`config.mk`:
```
export PLATFORM = sky130hd
export DESIGN_NAME = nx_fifo_wm
export DESIGN_NICKNAME = d
export VERILOG_FILES = /design/src/rtl/nx_fifo_wm.sv
export SDC_FILE = /design/constraint.sdc
export NUM_CORES = 1
export LEC_CHECK = 0
export ABC_AREA = 1
export CAP_MARGIN = 20
export CORE_ASPECT_RATIO = 2
export CORE_MARGIN = 3
export CORE_UTILIZATION = 25
export CTS_BUF_LIST = sky130_fd_sc_hd__clkbuf_8
export DETAILED_ROUTE_END_ITERATION = 12
export PLACE_DENSITY = 0.51
export REMOVE_ABC_BUFFERS = 1
export SLEW_MARGIN = 25
export SYNTH_ARGS = -nofsm -noshare
export SYNTH_HDL_FRONTEND = slang
export SYNTH_SLANG_ARGS = --single-unit
```
`constraint.sdc`:
```
create_clock -name clk -period 14.7 [get_ports clk]
set_input_delay 2.94 -clock clk [delete_from_list [all_inputs] [get_ports clk]]
set_output_delay 2.94 -clock clk [all_outputs]
set_load 0.01 [all_outputs]
```
`src/rtl/nx_fifo_wm.sv`:
```
// nx_fifo_wm: single-clock first-word-fall-through FIFO with registered
// occupancy counts, watermark flags, a high-water mark and error reporting.
// Depth may be any value from 2 to 1024; the pointers wrap explicitly at
// DEPTH-1, so depths that are not powers of two never alias.
module nx_fifo_wm #(
    parameter int DEPTH      = 4,
    parameter int WIDTH      = 96,
    parameter int AFULL_TH   = DEPTH - 1,
    parameter int AEMPTY_TH  = 1,
    parameter bit DATA_RESET = 1'b1,
    localparam int CW        = $clog2(DEPTH + 1)
) (
    input  logic             clk,
    input  logic             rst,
    input  logic             clear,
    input  logic             wen,
    input  logic [WIDTH-1:0] wdata,
    input  logic             ren,
    output logic [WIDTH-1:0] rdata,
    output logic             empty,
    output logic             full,
    output logic             almost_empty,
    output logic             almost_full,
    output logic [CW-1:0]    used_slots,
    output logic [CW-1:0]    free_slots,
    output logic [CW-1:0]    high_water,
    output logic             underflow,
    output logic             overflow,
    output logic             err_sticky
);

    // Pointers only need to address DEPTH entries
    localparam int              PW       = $clog2(DEPTH);
    localparam logic [PW-1:0]   LAST_PTR = PW'(DEPTH - 1);
    localparam logic [CW-1:0]   DEPTH_C  = CW'(DEPTH);
    localparam logic [CW-1:0]   AFULL_C  = CW'(AFULL_TH);
    localparam logic [CW-1:0]   AEMPTY_C = CW'(AEMPTY_TH);

    // Storage: deliberately not reset
    logic [WIDTH-1:0] mem_q [DEPTH];

    logic [PW-1:0] rptr_q, rptr_d;
    logic [PW-1:0] wptr_q, wptr_d;
    logic [CW-1:0] count_q, count_d;
    logic [CW-1:0] free_q, free_d;
    logic [CW-1:0] hw_q, hw_d;
    logic          empty_q, empty_d;
    logic          full_q, full_d;
    logic          aempty_q, aempty_d;
    logic          afull_q, afull_d;
    logic          ovf_q, ovf_d;
    logic          unf_q, unf_d;
    logic          sticky_q, sticky_d;

    logic wr_acc;
    logic rd_acc;

    // Advance a pointer with an explicit wrap at the last entry
    function automatic logic [PW-1:0] ptr_inc(input logic [PW-1:0] p);
        return (p == LAST_PTR) ? '0 : p + 1'b1;
    endfunction

    // Decide which requests are accepted; clear suppresses both
    always_comb begin
        wr_acc = wen & ~full_q  & ~clear;
        rd_acc = ren & ~empty_q & ~clear;
    end

    // Next-state for pointers, count, flags, high-water and error pulses
    always_comb begin
        rptr_d   = rptr_q;
        wptr_d   = wptr_q;
        count_d  = count_q;
        hw_d     = hw_q;
        ovf_d    = 1'b0;
        unf_d    = 1'b0;
        sticky_d = sticky_q;

        if (clear) begin
            rptr_d  = '0;
            wptr_d  = '0;
            count_d = '0;
            hw_d    = '0;
        end else begin
            if (wr_acc) begin
                wptr_d = ptr_inc(wptr_q);
            end
            if (rd_acc) begin
                rptr_d = ptr_inc(rptr_q);
            end
            count_d  = count_q + CW'(wr_acc) - CW'(rd_acc);
            ovf_d    = wen & full_q;
            unf_d    = ren & empty_q;
            sticky_d = sticky_q | ovf_d | unf_d;
            if (count_d > hw_q) begin
                hw_d = count_d;
            end
        end

        // All status is derived from the next count so nothing lags it
        free_d   = DEPTH_C - count_d;
        empty_d  = (count_d == '0);
        full_d   = (count_d == DEPTH_C);
        aempty_d = (count_d <= AEMPTY_C);
        afull_d  = (count_d >= AFULL_C);
    end

    // State register with synchronous reset taking priority over everything
    always_ff @(posedge clk) begin
        if (rst) begin
            rptr_q   <= '0;
            wptr_q   <= '0;
            count_q  <= '0;
            free_q   <= DEPTH_C;
            hw_q     <= '0;
            empty_q  <= 1'b1;
            full_q   <= 1'b0;
            aempty_q <= 1'b1;
            afull_q  <= 1'b0;
            ovf_q    <= 1'b0;
            unf_q    <= 1'b0;
            sticky_q <= 1'b0;
        end else begin
            rptr_q   <= rptr_d;
            wptr_q   <= wptr_d;
            count_q  <= count_d;
            free_q   <= free_d;
            hw_q     <= hw_d;
            empty_q  <= empty_d;
            full_q   <= full_d;
            aempty_q <= aempty_d;
            afull_q  <= afull_d;
            ovf_q    <= ovf_d;
            unf_q    <= unf_d;
            sticky_q <= sticky_d;
        end
    end

    // Storage write; a write requested during reset is discarded
    always_ff @(posedge clk) begin
        if (wr_acc && !rst) begin
            mem_q[wptr_q] <= wdata;
        end
    end

    // Fall-through read of the head entry, optionally zeroed while empty
    always_comb begin
        rdata = mem_q[rptr_q];
        if (DATA_RESET && empty_q) begin
            rdata = '0;
        end
    end

    assign empty        = empty_q;
    assign full         = full_q;
    assign almost_empty = aempty_q;
    assign almost_full  = afull_q;
    assign used_slots   = count_q;
    assign free_slots   = free_q;
    assign high_water   = hw_q;
    assign underflow    = unf_q;
    assign overflow     = ovf_q;
    assign err_sticky   = sticky_q;

endmodule

```
* Yosys cells after proc, flatten, opt, wreduce, memory -nomap -nowiden
Memories as Yosys holds them, arrays and structs flattened. A register that Yosys moved wholly into a read port is not among the register bits.
Index checks and enable logic that the tools add are counted.
** Storage, ports and cells
- Bits in registers :: 20
- RAM bits :: 384
- Bits of input ports :: 101
- Logic and storage cells :: 47
- Memories kept :: 1
** Memory list
- mem_q :: depth 4, width 96, rd ports 1, clocked after Yosys merged registers in 1, write ports 1, RTL line 40 : logic [WIDTH-1:0] mem_q [DEPTH];
** Operators by class
- Add/sub/neg operators :: 5
- $lt $le $gt $ge :: 3
- Eq/ne operators :: 3
- Muxes and demuxes :: 8
- Bitwise gates (word level) :: 11
- Reduce and logical (&&, ||, !) cells :: 4
** Operators by type and width (number)
- 96-bit two-way mux :: 1
- 2-bit two-way mux :: 4
- 1-bit AND :: 6
- 2-bit by 1-bit adder with 2-bit output, second input constant :: 2
- 2-bit == test, second input constant :: 2
- 3-bit by 1-bit adder with 3-bit output :: 1
- 3-bit == test, second input constant :: 1
- 3-bit by 2-bit greater-or-equal comparator with 1-bit output, second input constant :: 1
- 3-bit > comparator :: 1
- 3-bit by 1-bit less-or-equal comparator with 1-bit output, second input constant :: 1
- 3-bit logical NOT :: 1
- 3-bit two-way mux :: 1
- 1-bit NOT :: 3
- 3-bit by 1-bit subtractor with 3-bit output :: 1
- 3-bit subtractor, first input constant :: 1
- 1-bit two-way mux :: 2
- 1-bit bitwise OR :: 2
- 2-bit OR reduction :: 1
- 1-bit logical AND :: 1
- 1-bit logical NOT :: 1

* Longest topological paths before layout
- Depth in word-level cells :: 7
- Depth in mapped cells :: 24
- Depth with buffers taken out :: 23

* Worst setup path after synthesis
Ideal clock, no wire load.
- Kind :: input to register
- Start point :: in wen
- End point :: mem mem_q[0][0] (enable)
- Library setup time :: 551 ps
- Arrival time :: 7211 ps
- Required time :: 14149 ps
- Slack :: 6937 ps
- Stages on the path :: 4
- Buffers on the path :: 0
- Cell sequence :: inv_1 > nor2_1 > nand2_1 > nor2_1
** On the way
- Longest elaborated chain between the ends :: 5
** RTL lines
- from (decl) :: RTL line 16 : input logic wen,
- 1-bit AND (2 in series) :: RTL line 65 : wr_acc = wen & ~full_q & ~clear;
- 1-bit logical AND :: RTL line 141 : if (wr_acc && !rst) begin
- 1-bit two-way mux :: RTL line 141
- 1-bit two-way mux (implied by the code) :: RTL line 142 : mem_q[wptr_q] <= wdata;
- to (decl) :: RTL line 40
No other way between the ends.

==> metrics.md <==
| Metric | Value |
|---|---|
| Library cells used by synthesis | `21` |
| Relative slew slack | `34.8%` |
| Setup Buffers After CTS | `0` |
| Post-layout min period | `6.72 ns` |
| Die area | `66600 µm²` |
| CP Capture Type | `primary output` |
| RSZ-0062 raised after global routing | `false` |
| Initial Utilization | `25.4%` |
| Via/cell ratio | `4.42` |
| Clock Latency Late Sink | `0.63 ns` |
| Clk slew on worst S/H paths | `0.06 ns` |
| Chip width | `184 µm` |
| CTS root buffer | `clkbuf_8` |
| Crit-path max cell delay | `0.91 ns` |
| Largest net degree at the start of global routing | `90` |
| Worst EP arrival | `3.78 ns` |
| Synthesized flop and latch total | `405` |
| Pre-antenna DRT Iters | `5` |
| First-pass GRT wire length | `65400 µm` |
| Row count | `129` |
| IO buf count | `212` |
| Critical Path RT | `11.76 ns` |
| Fmax | `0.149 GHz` |
| Crit path depth | `6` |
| Critical path's slowest cell | `dfxtp_4` |
| Via count | `10200` |
| Crit-path cells | `inv_4 -> buf_4 -> nor2_1 -> o21ai_0 -> a21oi_1 -> clkdlybuf4s50_1` |
| Overall routed net length | `43800 µm` |
| Max Root-Sink Buffers | `3` |
| Reg2reg start | `empty` |
| Crit Path Category | `reg -> out` |
| Startpoint types | `flop` |
| Post-Syn Area | `15800 µm²` |
| Final setup fails | `0` |
| Final period utilization | `45.7%` |
| Hold path depth | `2` |
| Area grow syn2layout | `25.2%` |
| Residual DRC | `0` |
| Hold Fails Final Rpt | `0` |
| Global route overflow | `0` |
| Status | `complete, no violations` |
| Gpl congestion | `0.782` |
| Final core occ | `31.8%` |
| CP max FO | `56` |
| Core Area | `62300 µm²` |
| Crit-path leading delay family | `buffers and inverters` |
| Buffers & Inverters on Critical Path | `3` |
| CTS tree | `yes` |
| Vias in the first global route | `10700` |
| CTS Sinks | `405` |
| Nets | `1602` |
| Detailed-route wire length per cell | `18.9 µm` |
| Max-slew violations | `0` |
| Min-delay src | `err_sticky` |
| Synth warn | `0` |
| Post-Synthesis Cells | `1273` |
| Post-CTS Hold Buffers | `0` |
| Post-DRT Antenna Nets | `0` |
| MaxCap Viol Count | `0` |
| CTS resizes | `0` |
| Die Ht | `362 µm` |
| Share of post-route cells with drive strength above 1 | `6.35%` |
| Setup total negative slack | `0 ns` |
| Static leakage | `6.65 nW` |
| Initial antenna violation count | `7` |
| Max IR drop VDD | `0.0555 mV` |
| Detailed placer's ending HPWL | `25800 µm` |
| Worst min path class | `reg -> reg` |
| Post-synthesis sequential area ratio | `75.4%` |
| I/O pin cnt | `213` |
| Fillers | `6195` |
| Worst-Margin Slew | `0.978 ns` |
| Layout Skew | `0.0194 ns` |
| Total GRT Usage | `13.0%` |
| DRT iter0 DRCs | `422` |
| Pwr dens | `114 nW/µm²` |
| CTS buffer count | `58` |
| H-tree Lvls | `2` |
| Worst reg2reg path depth | `23` |
| Syn Area/Cell | `12.4 µm²` |
| Power consumption | `0.00226 W` |
cells in the final DEF, fill, tap and decap left out, types with 5 or more instances in the layout:
| cell | n |
|---|---|
| a21oi_1 | 102 |
| o21ai_1 | 21 |
| ha_1 | 15 |
| clkinv_1 | 16 |
| dfxtp_1 | 18 |
| nor2_1 | 404 |
| diode_2 | 5 |
| clkbuf_8 | 61 |
| buf_4 | 14 |
| inv_1 | 50 |
| clkdlybuf4s50_1 | 212 |
| nand2_1 | 28 |
| nor2_4 | 5 |
| clkinv_2 | 6 |
| o21ai_0 | 175 |
| edfxtp_1 | 384 |
report_power, final:
part	total, W	switching, W	internal [W]	leakage (nW)
registers	0.00129	0.00000866	0.00128	3.64
clock network	0.000830	0.000412	0.000417	0.610
logic	0.000140	0.0000757	0.0000646	2.40
cells in the mapped netlist (all sizes together):
cell type  number  share of area, %
o21ai         196               6.2
fa              1              0.13
clkbuf         33              0.81
o21bai          1             0.047
inv            36              0.85
edfxtp        384                73
or2             1             0.040
nand3           3             0.095
nand2          28              0.66
buf            42               1.6
ha             15               1.2
dfxtp          21               2.7
nand3b          1             0.047
nor2          409               9.7
a21oi         102               3.2
worst register-to-register path: cells and delay by family, from the launching register on:
family / cells / cell delay [ns]
DFF: 1 / 0.81
adders and majority gates: 4 / 1.14
buffers and inverters: 7 / 0.49
and+or+nand+nor: 12 / 0.90
layer usage:
metal / GRT usage [%] / vias up / part of all wire [%]
li1: - / 4891 / -
met1: 13.5 / 4989 / 37
met2: 24.7 / 279 / 54
met3: 3.32 / 80 / 6.0
met4: 5.15 / 2 / 3.3
met5: 0 / - / 0.025
area by class of cell:
cell class	instances	area (µm²)	share of cell area [%]
repair buffers	227	2250	11.4
inverters	36	143	0.719
well taps	786	983	4.96
diodes	5	12.5	0.0631
clock inverters	42	228	1.15
clock buffers	61	840	4.23
multi-input cells	757	3410	17.2
flip-flops and latches	405	12000	60.3
flip-flops by register name (all words and copies together) (netlist names), 2 cells and up, named ones only:
| register | cells |
|---|---|
| rptr_q | 2 |
| used_slots | 3 |
| free_slots | 2 |
| wptr_q | 2 |
| high_water | 3 |
| mem_q | 384 |
kinds of logic (layout without fill, tap and decap cells):
logic type	after synthesis	count (layout)	share of synthesized area [%]
other	0	5	0
buffers and inverters	111	366	3.22
adder cells (fa/ha/maj)	16	16	1.31
flip-flops	405	405	75.4
AND/OR/NAND/NOR	442	442	10.6
AO/OA/AOI/OAI	299	299	9.46
worst paths after layout:
check                                     end  slack (ns)
worst max-delay path                rdata[30]        7.98
worst min-delay path               err_sticky        0.50
worst max register to register  high_water[0]       11.25
worst min register to register     err_sticky        0.50
per-stage QoR:
step	setup WS, ns	area [µm²]	std cells	hold slack [ns]
2_1_floorplan	5.52	15500	1198	0.463
3_3_place_gp	8.44	18700	2210	0.483
3_5_place_dp	8.45	18800	2211	0.474
4_1_cts	7.73	19800	2314	0.494
5_1_grt	7.66	19800	2315	0.521
6_report	7.98	19800	2319	0.502
No activity file was read; power rests on OpenSTA's default activity.
